File: config.mk
export PLATFORM = sky130hd
export DESIGN_NAME = uart_framed
export DESIGN_NICKNAME = d
export VERILOG_FILES = /design/src/rtl/uart_pkg.sv /design/src/rtl/uart_sync_fifo.sv /design/src/rtl/uart_framed.sv
export SDC_FILE = /design/constraint.sdc
export NUM_CORES = 1
export LEC_CHECK = 0
export CAP_MARGIN = 20
export CORE_MARGIN = 1
export CORE_UTILIZATION = 60
export CTS_BUF_LIST = sky130_fd_sc_hd__clkbuf_16
export CTS_CLUSTER_SIZE = 25
export DETAILED_ROUTE_END_ITERATION = 6
export PLACE_DENSITY = 0.77
export RECOVER_POWER = 50
export SYNTH_ARGS = -nofsm -noshare
export SYNTH_HDL_FRONTEND = slang
export SYNTH_SLANG_ARGS = --single-unit
File: constraint.sdc
create_clock -name clock -period 5.71 [get_ports clock]
set_input_delay 0.8565 -clock clock [delete_from_list [all_inputs] [get_ports clock]]
set_output_delay 0.8565 -clock clock [all_outputs]
set_load 0.02 [all_outputs]
File: src/rtl/uart_pkg.sv
// rtl/uart_pkg.sv - shared constants, FSM state types and frame-length helper for uart_framed
package uart_pkg;

    localparam int PARITY_NONE = 0;
    localparam int PARITY_ODD  = 1;
    localparam int PARITY_EVEN = 2;

    typedef enum logic [2:0] {
        TX_IDLE,
        TX_START,
        TX_DATA,
        TX_PARITY,
        TX_STOP
    } tx_state_t;

    typedef enum logic [2:0] {
        RX_IDLE,
        RX_START,
        RX_DATA,
        RX_PARITY,
        RX_STOP
    } rx_state_t;

    // Bit-times per frame: start + data + optional parity + stop bits
    function automatic int frame_bits(input int data_bits, input int parity, input int stop_bits);
        return 1 + data_bits + ((parity != PARITY_NONE) ? 1 : 0) + stop_bits;
    endfunction

endpackage

File: src/rtl/uart_sync_fifo.sv
// rtl/uart_sync_fifo.sv - synchronous show-ahead FIFO, power-of-two depth
module uart_sync_fifo #(
    parameter int WIDTH = 8,
    parameter int DEPTH = 32
) (
    input  logic             i_clock,
    input  logic             i_resetn,
    input  logic [WIDTH-1:0] i_wr_data,
    input  logic             i_wr_en,
    output logic             o_full,
    output logic [WIDTH-1:0] o_rd_data,
    input  logic             i_rd_en,
    output logic             o_empty
);

    localparam int AW = $clog2(DEPTH);
    localparam int CW = AW + 1;

    logic [WIDTH-1:0] r_mem [DEPTH];
    logic [AW-1:0]    r_wr_ptr;
    logic [AW-1:0]    r_rd_ptr;
    logic [CW-1:0]    r_count;
    logic             w_wr;
    logic             w_rd;

    // A write into a full FIFO is dropped even when a read happens in the same cycle
    assign w_wr      = i_wr_en && !o_full;
    assign w_rd      = i_rd_en && !o_empty;
    assign o_full    = (r_count == CW'(DEPTH));
    assign o_empty   = (r_count == '0);
    assign o_rd_data = o_empty ? '0 : r_mem[r_rd_ptr];

    // Storage array, not reset; emptiness is tracked by the count alone
    always_ff @(posedge i_clock) begin
        if (w_wr) begin
            r_mem[r_wr_ptr] <= i_wr_data;
        end
    end

    // Pointers wrap naturally at DEPTH; count holds on simultaneous read and write
    always_ff @(posedge i_clock) begin
        if (!i_resetn) begin
            r_wr_ptr <= '0;
            r_rd_ptr <= '0;
            r_count  <= '0;
        end else begin
            if (w_wr) begin
                r_wr_ptr <= r_wr_ptr + 1'b1;
            end
            if (w_rd) begin
                r_rd_ptr <= r_rd_ptr + 1'b1;
            end
            case ({w_wr, w_rd})
                2'b10:   r_count <= r_count + 1'b1;
                2'b01:   r_count <= r_count - 1'b1;
                default: r_count <= r_count;
            endcase
        end
    end

endmodule

File: src/rtl/uart_framed.sv
// rtl/uart_framed.sv - configurable-frame UART with FIFOs, sticky errors and idle-gap packet pulse (option: UART_LOOPBACK_EN)
module uart_framed import uart_pkg::*; #(
    parameter int CLOCK_FREQUENCY = 27000000,
    parameter int BAUD_RATE       = 115200,
    parameter int DATA_BITS       = 8,
    parameter int PARITY          = 0,
    parameter int STOP_BITS       = 1,
    parameter int FIFO_DEPTH      = 32,
    parameter int IDLE_BYTES      = 1
) (
    input  logic                 clock,
    input  logic                 reset,
    output logic                 uart_tx_pin,
    input  logic                 uart_rx_pin,
    input  logic [DATA_BITS-1:0] tx_fifo_data_in,
    input  logic                 tx_fifo_write_en,
    output logic                 tx_fifo_full,
    output logic [DATA_BITS-1:0] rx_fifo_data_out,
    input  logic                 rx_fifo_read_en,
    output logic                 rx_fifo_empty,
    output logic                 rx_parity_error,
    output logic                 rx_frame_error,
    output logic                 rx_overrun,
    input  logic                 error_clear,
`ifdef UART_LOOPBACK_EN
    input  logic                 loopback,
`endif
    output logic                 UartPacketReceived
);

    localparam int BAUD_DIVISOR = CLOCK_FREQUENCY / BAUD_RATE;
    localparam int HALF_BIT     = BAUD_DIVISOR / 2;
    localparam int STOP_LEN     = STOP_BITS * BAUD_DIVISOR;
    localparam int GAP_LEN      = BAUD_DIVISOR * frame_bits(DATA_BITS, PARITY, STOP_BITS) * IDLE_BYTES;
    localparam int CNT_W        = $clog2(STOP_LEN + 1);
    localparam int IDLE_W       = $clog2(GAP_LEN + 1);
    localparam int BIT_W        = $clog2(DATA_BITS);
    localparam bit HAS_PARITY   = (PARITY != PARITY_NONE);
    localparam bit ODD_PARITY   = (PARITY == PARITY_ODD);

    tx_state_t            r_tx_state;
    logic [CNT_W-1:0]     r_tx_cnt;
    logic [BIT_W-1:0]     r_tx_bit;
    logic [DATA_BITS-1:0] r_tx_shift;
    logic                 r_tx_par;
    logic                 r_tx_pin;
    logic                 w_tx_bit;
    logic                 w_tx_pop;
    logic                 w_tx_bit_end;
    logic                 w_tx_stop_end;
    logic                 w_txf_empty;
    logic [DATA_BITS-1:0] w_txf_rd_data;

    rx_state_t            r_rx_state;
    logic [CNT_W-1:0]     r_rx_cnt;
    logic [BIT_W-1:0]     r_rx_bit;
    logic [DATA_BITS-1:0] r_rx_shift;
    logic                 r_rx_par;
    logic                 r_rx_s1;
    logic                 r_rx_s2;
    logic                 w_rx_line;
    logic                 w_rx_bit_end;
    logic                 w_rx_stop_sample;
    logic                 w_rx_par_bad;
    logic                 w_rx_frame_bad;
    logic                 w_rx_par_err;
    logic                 w_rx_ovr;
    logic                 w_rx_push;
    logic                 w_rxf_full;

    logic                 r_parity_error;
    logic                 r_frame_error;
    logic                 r_overrun;
    logic                 r_idle_armed;
    logic [IDLE_W-1:0]    r_idle_cnt;
    logic                 r_pkt;

`ifdef UART_LOOPBACK_EN
    assign w_rx_line   = loopback ? r_tx_pin : uart_rx_pin;
    assign uart_tx_pin = loopback ? 1'b1 : r_tx_pin;
`else
    assign w_rx_line   = uart_rx_pin;
    assign uart_tx_pin = r_tx_pin;
`endif

    assign rx_parity_error    = r_parity_error;
    assign rx_frame_error     = r_frame_error;
    assign rx_overrun         = r_overrun;
    assign UartPacketReceived = r_pkt;

    uart_sync_fifo #(.WIDTH(DATA_BITS), .DEPTH(FIFO_DEPTH)) u_tx_fifo (
        .i_clock   (clock),
        .i_resetn  (reset),
        .i_wr_data (tx_fifo_data_in),
        .i_wr_en   (tx_fifo_write_en),
        .o_full    (tx_fifo_full),
        .o_rd_data (w_txf_rd_data),
        .i_rd_en   (w_tx_pop),
        .o_empty   (w_txf_empty)
    );

    uart_sync_fifo #(.WIDTH(DATA_BITS), .DEPTH(FIFO_DEPTH)) u_rx_fifo (
        .i_clock   (clock),
        .i_resetn  (reset),
        .i_wr_data (r_rx_shift),
        .i_wr_en   (w_rx_push),
        .o_full    (w_rxf_full),
        .o_rd_data (rx_fifo_data_out),
        .i_rd_en   (rx_fifo_read_en),
        .o_empty   (rx_fifo_empty)
    );

    // TX: a new frame is popped from IDLE or on the last STOP cycle, so frames chain with no idle gap
    assign w_tx_bit_end  = (r_tx_cnt == CNT_W'(BAUD_DIVISOR - 1));
    assign w_tx_stop_end = (r_tx_state == TX_STOP) && (r_tx_cnt == CNT_W'(STOP_LEN - 1));
    assign w_tx_pop      = !w_txf_empty && ((r_tx_state == TX_IDLE) || w_tx_stop_end);

    // Line level implied by the current TX state; registered into the pin one cycle later
    always_comb begin
        w_tx_bit = 1'b1;
        case (r_tx_state)
            TX_START:  w_tx_bit = 1'b0;
            TX_DATA:   w_tx_bit = r_tx_shift[0];
            TX_PARITY: w_tx_bit = r_tx_par;
            default:   w_tx_bit = 1'b1;
        endcase
    end

    // TX FSM: holds each bit BAUD_DIVISOR cycles, LSB first, parity precomputed at pop time
    always_ff @(posedge clock) begin
        if (!reset) begin
            r_tx_state <= TX_IDLE;
            r_tx_cnt   <= '0;
            r_tx_bit   <= '0;
            r_tx_shift <= '0;
            r_tx_par   <= 1'b0;
            r_tx_pin   <= 1'b1;
        end else begin
            r_tx_pin <= w_tx_bit;
            if (w_tx_pop) begin
                r_tx_state <= TX_START;
                r_tx_cnt   <= '0;
                r_tx_shift <= w_txf_rd_data;
                r_tx_par   <= (^w_txf_rd_data) ^ ODD_PARITY;
            end else begin
                case (r_tx_state)
                    TX_START: begin
                        if (w_tx_bit_end) begin
                            r_tx_cnt   <= '0;
                            r_tx_bit   <= '0;
                            r_tx_state <= TX_DATA;
                        end else begin
                            r_tx_cnt <= r_tx_cnt + 1'b1;
                        end
                    end
                    TX_DATA: begin
                        if (w_tx_bit_end) begin
                            r_tx_cnt   <= '0;
                            r_tx_shift <= r_tx_shift >> 1;
                            r_tx_bit   <= r_tx_bit + 1'b1;
                            if (r_tx_bit == BIT_W'(DATA_BITS - 1)) begin
                                r_tx_state <= HAS_PARITY ? TX_PARITY : TX_STOP;
                            end
                        end else begin
                            r_tx_cnt <= r_tx_cnt + 1'b1;
                        end
                    end
                    TX_PARITY: begin
                        if (w_tx_bit_end) begin
                            r_tx_cnt   <= '0;
                            r_tx_state <= TX_STOP;
                        end else begin
                            r_tx_cnt <= r_tx_cnt + 1'b1;
                        end
                    end
                    TX_STOP: begin
                        if (w_tx_stop_end) begin
                            r_tx_cnt   <= '0;
                            r_tx_state <= TX_IDLE;
                        end else begin
                            r_tx_cnt <= r_tx_cnt + 1'b1;
                        end
                    end
                    default: begin
                        r_tx_cnt   <= '0;
                        r_tx_state <= TX_IDLE;
                    end
                endcase
            end
        end
    end

    // Two-flop synchroniser for the asynchronous RX line, idling high
    always_ff @(posedge clock) begin
        if (!reset) begin
            r_rx_s1 <= 1'b1;
            r_rx_s2 <= 1'b1;
        end else begin
            r_rx_s1 <= w_rx_line;
            r_rx_s2 <= r_rx_s1;
        end
    end

    // Frame disposition at the stop sample: stop error beats parity error beats overrun
    assign w_rx_bit_end     = (r_rx_cnt == CNT_W'(BAUD_DIVISOR - 1));
    assign w_rx_stop_sample = (r_rx_state == RX_STOP) && w_rx_bit_end;
    assign w_rx_par_bad     = HAS_PARITY && (r_rx_par != ((^r_rx_shift) ^ ODD_PARITY));
    assign w_rx_frame_bad   = w_rx_stop_sample && !r_rx_s2;
    assign w_rx_par_err     = w_rx_stop_sample && r_rx_s2 && w_rx_par_bad;
    assign w_rx_ovr         = w_rx_stop_sample && r_rx_s2 && !w_rx_par_bad && w_rxf_full;
    assign w_rx_push        = w_rx_stop_sample && r_rx_s2 && !w_rx_par_bad && !w_rxf_full;

    // RX FSM: half-bit start re-check, then mid-bit samples; only the first stop bit is sampled
    always_ff @(posedge clock) begin
        if (!reset) begin
            r_rx_state <= RX_IDLE;
            r_rx_cnt   <= '0;
            r_rx_bit   <= '0;
            r_rx_shift <= '0;
            r_rx_par   <= 1'b0;
        end else begin
            case (r_rx_state)
                RX_IDLE: begin
                    r_rx_cnt <= '0;
                    if (!r_rx_s2) begin
                        r_rx_state <= RX_START;
                    end
                end
                RX_START: begin
                    if (r_rx_cnt == CNT_W'(HALF_BIT - 1)) begin
                        r_rx_cnt   <= '0;
                        r_rx_bit   <= '0;
                        r_rx_state <= r_rx_s2 ? RX_IDLE : RX_DATA;
                    end else begin
                        r_rx_cnt <= r_rx_cnt + 1'b1;
                    end
                end
                RX_DATA: begin
                    if (w_rx_bit_end) begin
                        r_rx_cnt   <= '0;
                        r_rx_shift <= {r_rx_s2, r_rx_shift[DATA_BITS-1:1]};
                        r_rx_bit   <= r_rx_bit + 1'b1;
                        if (r_rx_bit == BIT_W'(DATA_BITS - 1)) begin
                            r_rx_state <= HAS_PARITY ? RX_PARITY : RX_STOP;
                        end
                    end else begin
                        r_rx_cnt <= r_rx_cnt + 1'b1;
                    end
                end
                RX_PARITY: begin
                    if (w_rx_bit_end) begin
                        r_rx_cnt   <= '0;
                        r_rx_par   <= r_rx_s2;
                        r_rx_state <= RX_STOP;
                    end else begin
                        r_rx_cnt <= r_rx_cnt + 1'b1;
                    end
                end
                RX_STOP: begin
                    if (w_rx_bit_end) begin
                        r_rx_cnt   <= '0;
                        r_rx_state <= RX_IDLE;
                    end else begin
                        r_rx_cnt <= r_rx_cnt + 1'b1;
                    end
                end
                default: begin
                    r_rx_cnt   <= '0;
                    r_rx_state <= RX_IDLE;
                end
            endcase
        end
    end

    // Sticky error flags; a new error in the clearing cycle keeps its flag set
    always_ff @(posedge clock) begin
        if (!reset) begin
            r_parity_error <= 1'b0;
            r_frame_error  <= 1'b0;
            r_overrun      <= 1'b0;
        end else begin
            if (w_rx_frame_bad) begin
                r_frame_error <= 1'b1;
            end else if (error_clear) begin
                r_frame_error <= 1'b0;
            end
            if (w_rx_par_err) begin
                r_parity_error <= 1'b1;
            end else if (error_clear) begin
                r_parity_error <= 1'b0;
            end
            if (w_rx_ovr) begin
                r_overrun <= 1'b1;
            end else if (error_clear) begin
                r_overrun <= 1'b0;
            end
        end
    end

    // Idle-gap timer: armed by any completed frame, cancelled by a new start, pulses once at GAP_LEN
    always_ff @(posedge clock) begin
        if (!reset) begin
            r_idle_armed <= 1'b0;
            r_idle_cnt   <= '0;
            r_pkt        <= 1'b0;
        end else begin
            r_pkt <= 1'b0;
            if (w_rx_stop_sample) begin
                r_idle_armed <= 1'b1;
                r_idle_cnt   <= '0;
            end else if ((r_rx_state == RX_IDLE) && !r_rx_s2) begin
                r_idle_armed <= 1'b0;
                r_idle_cnt   <= '0;
            end else if (r_idle_armed && (r_rx_state == RX_IDLE)) begin
                if (r_idle_cnt == IDLE_W'(GAP_LEN - 1)) begin
                    r_pkt        <= 1'b1;
                    r_idle_armed <= 1'b0;
                    r_idle_cnt   <= '0;
                end else begin
                    r_idle_cnt <= r_idle_cnt + 1'b1;
                end
            end
        end
    end

endmodule

==> flow_metrics.py, run 1 <==
metrics = {
    "drt": {
        "ant_nets": 0,
        "finalWirelength_mm": 50.50,
        "via_per_inst": 6.258,
        "drt_pass1_iterations": 5,
        "wl_per_cell_um": 24.37,
        "drtIter0Drc": 1262,
        "routed-via-count": 12966,
        "drc": 0,
    },
    "sta": {
        "whs_ns": 0.4103,
        "finClkSkew_ns": 0.02703,
        "tns_ns": 0,
        "maxSlewViolCount": 141,
        "period_needed_ns": 4.565,
        "worst_slew_pin_slew_ns": 2.649,
        "rsz0062_at_grt": "no",
        "post-route-period-util": 0.7995,
        "hold_violations": 0,
        "setup_violations": 0,
        "fmax_mhz": 219.1,
        "max_slew_margin": -0.7658,
    },
    "pwr": {
        "p_switching_mw": 2.492,
        "p_sw_frac": 0.2449,
        "intPower_mw": 7.683,
        "p_per_area_nw_per_um2": 370.1,
        "p_comb_frac": 0.133,
        "p_seq_frac": 0.499,
        "p_leak_nw": 8.757,
        "vdd_drop_max_mv": 0.3177,
        "p_clk_frac": 0.368,
    },
    "logic_synthesis": {
        "postSynthCellCount": 1453,
        "synth-seq-cells": 618,
        "synth_area_per_cell_um2": 17.11,
        "synth.distinct_cells": 58,
        "syn-num-nets": 1493,
        "synth_area_leader_cell": "edfxtp_1",
        "yosys_warnings": 0,
        "synth_top_area_frac": 0.6186,
        "synth_area_um2": 24850,
        "ys_async_sr_fraction": 0,
        "synth.most_common_cell": "edfxtp_1",
        "synthTopCellsByCount": "512 x edfxtp_1, 128 x mux4_2, 122 x nor2_1",
        "synth_edf_count": 512,
        "ys_seq_area_frac": 0.7040,
        "synth_ff_type": "edfxtp_1",
        "synthTopCellsByArea": "edfxtp_1 62%, mux4_2 12%, dfxtp_1 8.5%, nor2_1 1.8%, ha_1 1.3%",
    },
    "run_status": {
        "failed_checks": "capacitance limit, slew limit",
        "status": "complete, but fails checks",
    },
    "die": {
        "num_io_pins": 29,
        "die_y_um": 205.5,
        "die_area_um2": 42240,
        "fp-row-count": 74,
        "fp.dieW_um": 205.5,
        "initial_core_util": 0.6087,
        "coreArea_um2": 40830,
    },
    "setup_path": {
        "path_max_fanout": 40,
        "critPathTopFamily": "multiplexers",
        "r2r_start": "r_rx_cnt[0]",
        "end_kind": "primary output",
        "startpoint_type": "register",
        "criticalPathCategory": "reg -> out",
        "crit_arrival_ns": 3.71,
        "cpPeakStageDelay_ns": 0.88,
        "worst_path_most_repeated_cell": "mux4_2",
        "critPathSlowestCell": "dfxtp_4",
        "cp_cell_sequence": "buf_12, mux4_2, mux4_2, mux2i_1, nor2_1, clkdlybuf4s50_1",
        "required_ns": 4.85,
        "path_buf_inv": 2,
    },
    "clock_network": {
        "cts_htree_levels": 2,
        "cts_resized": 0,
        "cts.path.max_buffers": 3,
        "clkSlewWorstSetupHoldPaths_ns": 0.06,
        "cts_tree": "done",
        "cts-root-buf": "clkbuf_16",
        "clkSinkCount": 618,
        "hold_buffers": 0,
        "post_cts_buffers": 0,
        "insertion_delay_ns": 0.62,
        "numCtsBuffers": 60,
    },
    "min_path": {
        "min_from": "r_rx_s1",
        "hold_path.class": "reg -> reg",
    },
    "placed_design": {
        "port_buffers": 27,
        "gp_congestion": 0.7997,
        "dp_hpwl_mm": 29.72,
    },
    "final_layout": {
        "final_util": 0.6733,
        "drive_gt1_frac": 0.1721,
        "n_antenna_cell": 0,
        "syn_to_final_growth_pct": 10.62,
        "num-nets-final": 1528,
    },
    "flow_run": {
        "max-cap-violations": 3,
    },
    "global_route": {
        "antenna_found_initial": 0,
        "grt_max_degree": 75,
        "first_global_vias": 13085,
        "grt_overflow": 0,
        "grt_pass1_wl_mm": 76.38,
        "grt_usage": 0.2446,
    },
}
==> path summary, 6_finish.rpt <==
check / end / slack, ns / cells past startpoint
worst max-delay path: rx_fifo_data_out[5] / 1.14 / 6
worst min-delay path: r_rx_s2 / 0.41 / 1
worst max register to register: u_rx_fifo.r_count[4] / 1.88 / 16
worst min register to register: r_rx_s2 / 0.41 / 1
==> registers in the layout (all words and copies together), names as in the netlist, 8 cells and up, named ones only <==
name             count
u_rx_fifo.r_mem    256
u_tx_fifo.r_mem    256
r_idle_cnt          12
r_rx_cnt             8
r_rx_shift           8
r_tx_cnt             8
r_tx_shift           8
==> routing by layer <==
metal | up-vias | GRT usage | part of all wire | routed length [µm]
met5 | - | 0 | 0 | 0
met4 | 0 | 0.06931 | 0.025 | 1280
met3 | 94 | 0.05163 | 0.075 | 3807
met2 | 546 | 0.3919 | 0.49 | 24640
met1 | 6604 | 0.3419 | 0.41 | 20770
li1 | 5722 | - | - | -
==> power by group through the flow <==
stage,clock [mW],combinational [mW],sequential (mW)
2_1_floorplan,0,1.12,5.07
3_3_place_gp,0,1.25,5.22
3_5_place_dp,0,1.27,5.23
4_1_cts,3.78,1.29,5.13
5_1_grt,3.96,1.46,5.10
6_report,3.74,1.35,5.08
==> cells in the final DEF (no fill, tap or decap), types with 11 or more instances in the layout <==
master	Yosys	routed
edfxtp_1	512	512
mux4_2	128	128
nor2_1	122	122
dfxtp_1	106	102
nand2_1	64	64
clkbuf_16	0	62
xnor2_1	36	36
nor2b_1	31	31
mux2i_1	29	29
inv_1	15	26
ha_1	26	26
o22ai_1	22	22
mux2_2	22	22
and2_1	28	21
xor2_1	20	20
nand3_1	19	19
a22oi_1	18	18
clkinv_1	0	18
o21ai_0	17	17
clkdlybuf4s50_1	0	16
clkbuf_1	48	15
a21oi_1	14	14
clkinv_2	0	14
and3_1	13	13
or3_1	12	12
nand4_1	12	12
nand2b_1	11	11
==> logic make-up (layout without fill, tap and decap cells) <==
kind of cell	count (synthesis)	count (layout)	share of synthesized area
DFF	618	618	0.7040
AOI/OAI and AO/OA	123	123	0.03589
buffers and inverters	93	180	0.01566
other	1	1	0.0001509
adders and majority gates	26	26	0.01309
muxes	189	189	0.1422
and+or+nand+nor	347	347	0.06932
xor gates and xnor gates	56	56	0.01973
==> layout make-up <==
cell class,count,area (µm²)
Multi-Input combinational cell,742,6978
Inverter,17,63.81
Tap cell,532,665.6
Timing Repair Buffer,49,404.1
Clock inverter,52,321.6
Sequential cell,618,17510
Fill cell,2592,13340
Clock buffer,62,1551
==> per-stage QoR <==
stage	instances	setup slack (ns)	total power, mW	cell area [µm²]
after floorplan	1453	2.186	6.182	24850
after global placement	1944	1.742	6.467	25550
after detailed placement	1944	1.719	6.497	25550
after CTS	2058	1.059	10.20	27430
after global routing	2072	0.9430	10.52	27490
final	2072	1.145	10.18	27490
Power figures use the tool's default switching activity.
==> inputs of run 2 (changes only) <==
Clock period 5.71 ns to 4.7 ns, I/O delays scaled along.
==> run 2 against run 1 <==
The run still ends with capacitance limit, slew limit left. Largest power group unchanged. Core utilization up 0.35 points. Register-to-register slack worse by 1.0 ns. Final cell count about the same.
==> flow_metrics.py, run 2 (synthesized netlist as in run 1, its figures left out) <==
metrics = {
    "clock_network": {
        "hold_buffers": 0,
        "cts_htree_levels": 2,
        "cts.path.max_buffers": 3,
        "cts_tree": "done",
        "numCtsBuffers": 59,
        "clkSinkCount": 618,
        "cts_resized": 0,
        "cts-root-buf": "clkbuf_16",
        "post_cts_buffers": 0,
        "clkSlewWorstSetupHoldPaths_ns": 0.06,
        "insertion_delay_ns": 0.60,
    },
    "die": {
        "die_area_um2": 42240,
        "fp-row-count": 74,
        "die_y_um": 205.5,
        "coreArea_um2": 40830,
        "initial_core_util": 0.6087,
        "num_io_pins": 29,
        "fp.dieW_um": 205.5,
    },
    "sta": {
        "finClkSkew_ns": 0.01405,
        "maxSlewViolCount": 99,
        "fmax_mhz": 235.4,
        "rsz0062_at_grt": "no",
        "setup_violations": 0,
        "post-route-period-util": 0.9037,
        "whs_ns": 0.4038,
        "hold_violations": 0,
        "tns_ns": 0,
        "period_needed_ns": 4.247,
        "worst_slew_pin_slew_ns": 1.607,
        "max_slew_margin": -0.07133,
    },
    "run_status": {
        "failed_checks": "capacitance limit, slew limit",
        "status": "complete, but fails checks",
    },
    "final_layout": {
        "syn_to_final_growth_pct": 11.19,
        "final_common_cell": "edfxtp_1",
        "n_antenna_cell": 0,
        "final_cell_mix": "512 x edfxtp_1, 128 x mux4_2, 122 x nor2_1, 102 x dfxtp_1, 64 x nand2_1",
        "fillers": 2563,
        "drive_gt1_frac": 0.1739,
        "top_regs": "u_rx_fifo.r_mem x256, u_tx_fifo.r_mem x256, r_idle_cnt x12",
        "finalInstanceArea_um2": 27640,
        "num-nets-final": 1535,
    },
    "setup_path": {
        "criticalPathCategory": "reg -> out",
        "required_ns": 3.99,
        "path_max_fanout": 24,
        "end_kind": "primary output",
        "crit_arrival_ns": 3.54,
        "startpoint_type": "register",
    },
    "placed_design": {
        "port_buffers": 27,
        "dp_hpwl_mm": 29.07,
        "place_area_um2": 25630,
        "gp_congestion": 0.8188,
    },
    "drt": {
        "wl_per_cell_um": 23.93,
        "via_per_inst": 6.192,
        "drt_pass1_iterations": 5,
        "finalWirelength_mm": 49.61,
        "drtIter0Drc": 1326,
        "drc": 0,
        "ant_nets": 0,
        "routed-via-count": 12836,
    },
    "pwr": {
        "p_per_area_nw_per_um2": 455.7,
        "p_clk_frac": 0.381,
        "p_switching_mw": 2.979,
        "intPower_mw": 9.615,
        "vdd_drop_max_mv": 0.3587,
        "p_seq_frac": 0.493,
        "p_comb_frac": 0.126,
        "p_sw_frac": 0.2365,
        "p_total_mw": 12.59,
        "p_leak_nw": 8.828,
    },
    "global_route": {
        "antenna_found_initial": 0,
        "grt_pass1_wl_mm": 74.82,
        "grt_max_degree": 63,
        "first_global_vias": 12787,
        "grt_usage": 0.2400,
        "grt_overflow": 0,
    },
    "min_path": {
        "hold_path.class": "reg -> reg",
    },
    "flow_run": {
        "max-cap-violations": 3,
    },
}
## run 2: cell count changes in the layout (fill, tap and decap cells not counted), sizes merged, moves of 3 or more
cell,delta
clkinv,-14
bufinv,+6
clkbuf,+4
buf,+3
## run 2: worst max-delay path, cell delays in order, from the launching register on
cell and delay, ns:
dfxtp_4 0.64, buf_12 0.29, mux4_2 0.55, mux4_2 0.50, mux2i_1 0.29, nor2_1 0.08
clkdlybuf4s50_1 0.57
## run 2: power by group through the flow
stage	Clock (mW)	Combinational (mW)	Sequential, mW
detailed placement	0	1.57	6.33
floorplan	0	1.36	6.15
CTS	4.85	1.59	6.21
global route	5.04	1.72	6.23
finish	4.79	1.59	6.21
global placement	0	1.53	6.32
## run 2: final cells by class
| cell class | count | area, µm² | share of cell area |
|---|---|---|---|
| Clock inverter | 46 | 444.2 | 0.01607 |
| Inverter | 17 | 63.81 | 0.002309 |
| Tap cell | 532 | 665.6 | 0.02409 |
| Sequential cell | 618 | 17510 | 0.6336 |
| Clock buffer | 61 | 1526 | 0.05524 |
| Timing Repair Buffer | 57 | 452.9 | 0.01639 |
| Multi-Input combinational cell | 742 | 6973 | 0.2523 |
## run 2: through the flow
stage / std cells / setup WS, ns / util
6_report: 2073 / 0.4526 / 0.6768
3_5_place_dp: 1951 / 0.9641 / 0.6278
5_1_grt: 2073 / 0.3024 / 0.6768
4_1_cts: 2058 / 0.4298 / 0.6760
3_3_place_gp: 1951 / 1.113 / 0.6278
2_1_floorplan: 1453 / 1.176 / -
## run 2: final timing paths
check | start | endpoint | slack (ns) | depth (start not counted)
worst max register to register | r_rx_cnt[0] | u_rx_fifo.r_count[4] | 0.86 | 17
worst min register to register | r_rx_s1 | r_rx_s2 | 0.40 | 1
worst max-delay path | register | rx_fifo_data_out[7] | 0.45 | 6
worst min-delay path | r_rx_s1 | r_rx_s2 | 0.40 | 1
## run 2: metal layers
layer	global-route usage	routed length, µm	share of wire	up-vias
met2	0.3727	23540	0.47	474
met1	0.3457	21450	0.43	6553
li1	-	-	-	5725
met5	0	0	0	-
met3	0.04989	3473	0.070	84
met4	0.07196	1145	0.023	0
==> inputs of run 3 (changes only) <==
Settings changed: CORE_MARGIN 1 to 2.
==> run 3 against run 2 <==
Total power is 2.2% lower. Critical path type unchanged. Worst hold slack better by 0.0028 ns. Maximum frequency is 0.66% lower. Wire length is 2.1% higher. Sequential share of layout area is 0.31 points higher. The flow still finishes with violations (capacitance limit, slew limit). Largest cell class unchanged. Sequential cell count stayed put. Highest routed layer unchanged. Critical path depth stayed put. Clock power is 5.2% lower. Setup slack worse by 0.028 ns. Sequential power is 0.8% lower.
==> flow_metrics.py, run 3 (synthesized netlist as in run 1, its figures left out) <==
metrics = {
    "pwr": {
        "p_per_area_nw_per_um2": 448.1,
        "vdd_drop_max_mv": 0.3632,
        "p_leak_nw": 8.770,
    },
    "sta": {
        "max_slew_margin": -0.1779,
        "worst_slew_pin_slew_ns": 1.753,
        "rsz0062_at_grt": "no",
        "fmax_mhz": 233.9,
        "hold_violations": 0,
        "period_needed_ns": 4.276,
        "setup_ws_ns": 0.4242,
        "whs_ns": 0.4066,
        "maxSlewViolCount": 45,
        "setup_violations": 0,
        "finClkSkew_ns": 0.01774,
        "post-route-period-util": 0.9097,
        "tns_ns": 0,
    },
    "global_route": {
        "grt_pass1_wl_mm": 76.20,
        "first_global_vias": 12928,
        "grt_usage": 0.2336,
        "grt_overflow": 0,
        "grt_max_degree": 55,
        "antenna_found_initial": 1,
    },
    "clock_network": {
        "clkSlewWorstSetupHoldPaths_ns": 0.06,
        "post_cts_buffers": 0,
        "cts-root-buf": "clkbuf_16",
        "cts_htree_levels": 2,
        "clkSinkCount": 618,
        "cts.path.max_buffers": 3,
        "numCtsBuffers": 58,
        "hold_buffers": 0,
        "cts_resized": 0,
        "insertion_delay_ns": 0.62,
        "cts_tree": "done",
    },
    "final_layout": {
        "num-nets-final": 1534,
        "syn_to_final_growth_pct": 10.65,
        "drive_gt1_frac": 0.1662,
        "top_regs": "u_rx_fifo.r_mem x256, u_tx_fifo.r_mem x256, r_idle_cnt x12",
        "final_common_cell": "edfxtp_1",
        "layoutNonFillerInstCount": 2073,
        "final_cell_mix": "512 x edfxtp_1, 128 x mux4_2, 122 x nor2_1, 102 x dfxtp_1, 64 x nand2_1",
    },
    "placed_design": {
        "place_ws_ns": 0.9895,
        "dp_hpwl_mm": 29.03,
        "gp_congestion": 0.8050,
        "port_buffers": 27,
        "place_inst": 1950,
    },
    "die": {
        "initial_core_util": 0.6087,
        "die_y_um": 207.5,
        "die_area_um2": 43070,
        "num_io_pins": 29,
        "coreArea_um2": 40830,
        "fp-row-count": 74,
        "fp.dieW_um": 207.5,
    },
    "run_status": {
        "failed_checks": "capacitance limit, slew limit",
        "status": "complete, but fails checks",
    },
    "drt": {
        "via_per_inst": 6.310,
        "ant_nets": 0,
        "finalWirelength_mm": 50.64,
        "routed-via-count": 13080,
        "wl_per_cell_um": 24.43,
        "drtIter0Drc": 1457,
        "drc": 0,
        "drt_pass1_iterations": 6,
    },
    "setup_path": {
        "criticalPathCategory": "reg -> out",
        "path_max_fanout": 23,
        "startpoint_type": "register",
        "end_kind": "primary output",
        "crit_arrival_ns": 3.57,
        "required_ns": 3.99,
    },
    "flow_run": {
        "max-cap-violations": 2,
    },
    "min_path": {
        "hold_path.class": "reg -> reg",
    },
}
[run 3: cell type report]
cell class              instances  area [µm²]
multi-input cells             742        6968
repair buffers                 57       462.9
clock buffers                  58        1451
clock inverters                48       376.6
well taps                     532       665.6
diodes                          1       2.502
flip-flops and latches        618       17510
fillers                      2564       13330
inverters                      17       63.81
[run 3: per-stage QoR]
stage	instance area (µm²)	power, mW	utilization
2_1_floorplan	24850	7.510	-
5_1_grt	27500	12.75	0.6734
3_5_place_dp	25610	7.876	0.6273
6_report	27500	12.32	0.6735
3_3_place_gp	25610	7.833	0.6273
4_1_cts	27440	12.35	0.6720
[run 3: layer usage]
layer  vias to the layer above  share of wire  GRT usage
met5                         -              0          0
met4                         0          0.025    0.06897
met3                       101          0.090    0.05461
met2                       547           0.47     0.3516
met1                      6707           0.42     0.3459
li1                       5725              -          -
[run 3: path summary, 6_finish.rpt]
path / cells after the start / endpoint / slack [ns] / startpoint
setup / recovery: 6 / rx_fifo_data_out[0] / 0.42 / register
hold reg to reg: 1 / r_rx_s2 / 0.41 / r_rx_s1
hold / removal: 1 / r_rx_s2 / 0.41 / r_rx_s1
setup reg to reg: 17 / u_rx_fifo.r_count[4] / 0.92 / r_rx_cnt[0]
[run 3: power breakdown]
group          internal, mW  total, mW  switching (mW)
logic                 0.794       1.63           0.831
registers              6.00       6.16           0.163
clock network          2.56       4.54            1.98
total                  9.35       12.3            2.97
[run 3: worst max-delay path, cell delays in order, from the launching register on]
cell             delay [ns]
dfxtp_2                0.76
buf_4                  0.39
mux4_2                 0.40
mux4_2                 0.49
mux2i_1                0.27
nor2_1                 0.08
clkdlybuf4s50_1        0.57
==> patch, RTL diff (flow settings as in run 2) <==
Re-encode `rx_state_t` (5 states) as one-hot, 5 bits wide.
--- a/src/rtl/uart_pkg.sv
+++ b/src/rtl/uart_pkg.sv
@@ -14,10 +14,10 @@
     } tx_state_t;
 
-    typedef enum logic [2:0] {
-        RX_IDLE,
-        RX_START,
-        RX_DATA,
-        RX_PARITY,
-        RX_STOP
+    typedef enum logic [4:0] {
+        RX_IDLE   = 5'b00001,
+        RX_START  = 5'b00010,
+        RX_DATA   = 5'b00100,
+        RX_PARITY = 5'b01000,
+        RX_STOP   = 5'b10000
     } rx_state_t;
 
Function: no difference found for any inputs over 4 cycles, from zero or initial values and one cycle with reset low; so few cycles prove little.
==> patch against run 2 <==
The run still ends with capacitance limit, slew limit left. Die area grew 0.25%. Synthesized area grew 0.26%. Cell count grew 0.82%. Final area grew 0.54%. Routed wire length shrank 2.5%. Sequential cell count grew 1. Total power grew 2.0%. Synthesized cell count grew 0.76%. Worst setup slack lost 0.028 ns. Maximum frequency shrank 0.65%.
==> patch: results (changes against run 2) <==
set qor(timing.reg2reg.setup_slack_ns) 0.73 ;# -0.13 ns
set qor(leakage_uw) 0.00880 ;# -0.30%
set qor(drive_above_1_share_pct) 17.7 ;# +0.26 points
set qor(grt_first_pass_wirelength_mm) 72.9 ;# -2.6%
set qor(maxCapViolCount) 2 ;# -1
set qor(grt_usage_pct) 23.1 ;# -0.92 points
set qor(failed_checks) {capacitance limit, slew limit}
set qor(crit_arrival_ns) 3.57 ;# +0.03 ns
set qor(r2r.worst_path.cells) 14 ;# -3
set qor(hold-worst-slack_ns) 0.410 ;# +0.00624 ns
set qor(met3_resource_use_gr_pct) 3.39 ;# -1.6 points
set qor(synthesis.nets) 1504 ;# +0.74%
set qor(netlist_top_cells_area) {edfxtp_1 (62%), mux4_2 (12%), dfxtp_1 (8.6%)}
set qor(worst_path_largest_cell_delay_ns) 0.71 ;# +0.07 ns
set qor(globalRouteMet1Util_pct) 29.9 ;# -4.7 points
set qor(rr_endpoint) {u_tx_fifo.r_count[4]}
set qor(ys_types) 59 ;# +1.7%
set qor(number_of_nets_in_the_finished_design) 1547 ;# +0.78%
set qor(cts_inserted_buffers) 60 ;# +1.7%
set qor(report.final.slew_viol_count) 51 ;# -48%
set qor(drt-pass1-iter-count) 7 ;# +2
set qor(crit_fanout) 25 ;# +4.2%
set qor(vdd.ir_drop.worst_mv) 0.457 ;# +27%
set qor(met2_usage_pct) 39.7 ;# +2.4 points
set qor(gpl.final_weighted_congestion) 0.783 ;# -4.4%
set qor(number_of_global_route_vias_before_repair) 12900 ;# +0.95%
set qor(reg2reg_from) {u_tx_fifo.r_count[1]}
set qor(status) {finished, violations left}
set qor(dr.first_iter.drc_count) 967 ;# -27%
==> patch: changes by cell type in the layout (fill, tap and decap cells not counted), moves of 3 or more <==
cell,run 2,this run
nor2_1,122,135
mux2_1,10,2
inv_1,28,33
and2_1,19,15
and3_1,13,9
mux2_2,22,26
nor2b_1,31,35
o22ai_1,22,18
nand2_1,64,61
o21a_1,4,7
==> patch: worst max-delay path by stage <==
stage,start,end,slack [ns],cells past startpoint
after floorplan,u_tx_fifo.r_count[3],u_tx_fifo.r_count[4],0.97,17
after global placement,u_tx_fifo.r_count[1],u_tx_fifo.r_count[4],0.90,14
after detailed placement,u_tx_fifo.r_count[1],u_tx_fifo.r_count[4],0.78,14
after CTS,register,rx_fifo_data_out[7],0.40,6
after global routing,register,rx_fifo_data_out[7],0.29,6
final,register,rx_fifo_data_out[7],0.43,6
==> patch: power by group <==
group	internal (uW)	switching, uW	leakage, uW
clock	2900	2010	0.00103
sequential	6010	205	0.00555
combinational	837	883	0.00223
total	9750	3100	0.00880
==> patch: final cells by class <==
| type | instances | area, sq um |
|---|---|---|
| sequential | 619 | 17500 |
| fill | 2658 | 13100 |
| multi-input combinational | 748 | 6980 |
| clock buffer | 61 | 1530 |
| tap | 532 | 666 |
| clock inverter | 52 | 508 |
| timing repair buffer | 57 | 492 |
| inverter | 21 | 78.8 |
==> patch: through the flow <==
step / utilization, % / cells / area (sq um) / setup WS, ns
after detailed placement: 62.8 / 1962 / 25700 / 0.780
final: 67.9 / 2090 / 27800 / 0.425
after CTS: 67.7 / 2075 / 27700 / 0.397
after global placement: 62.8 / 1962 / 25700 / 0.896
after global routing: 67.9 / 2090 / 27800 / 0.286
after floorplan: - / 1464 / 24900 / 0.967
==> patch: kinds of logic after synthesis <==
group | Yosys count | share of synthesized area [%]
other cells | 1 | 0.0150
xor+xnor | 55 | 1.93
flops | 619 | 70.3
compound gates | 127 | 3.65
simple gates | 352 | 6.95
fa+ha+maj | 26 | 1.31
mux | 187 | 14.2
buf+inv | 97 | 1.67
==> patch: routing by layer <==
metal  part of all wire (%)  wire length (microns)
met1                     40                  19400
met2                     51                  24800
met3                    5.7                   2740
met4                    2.9                   1380
met5                      0                      0
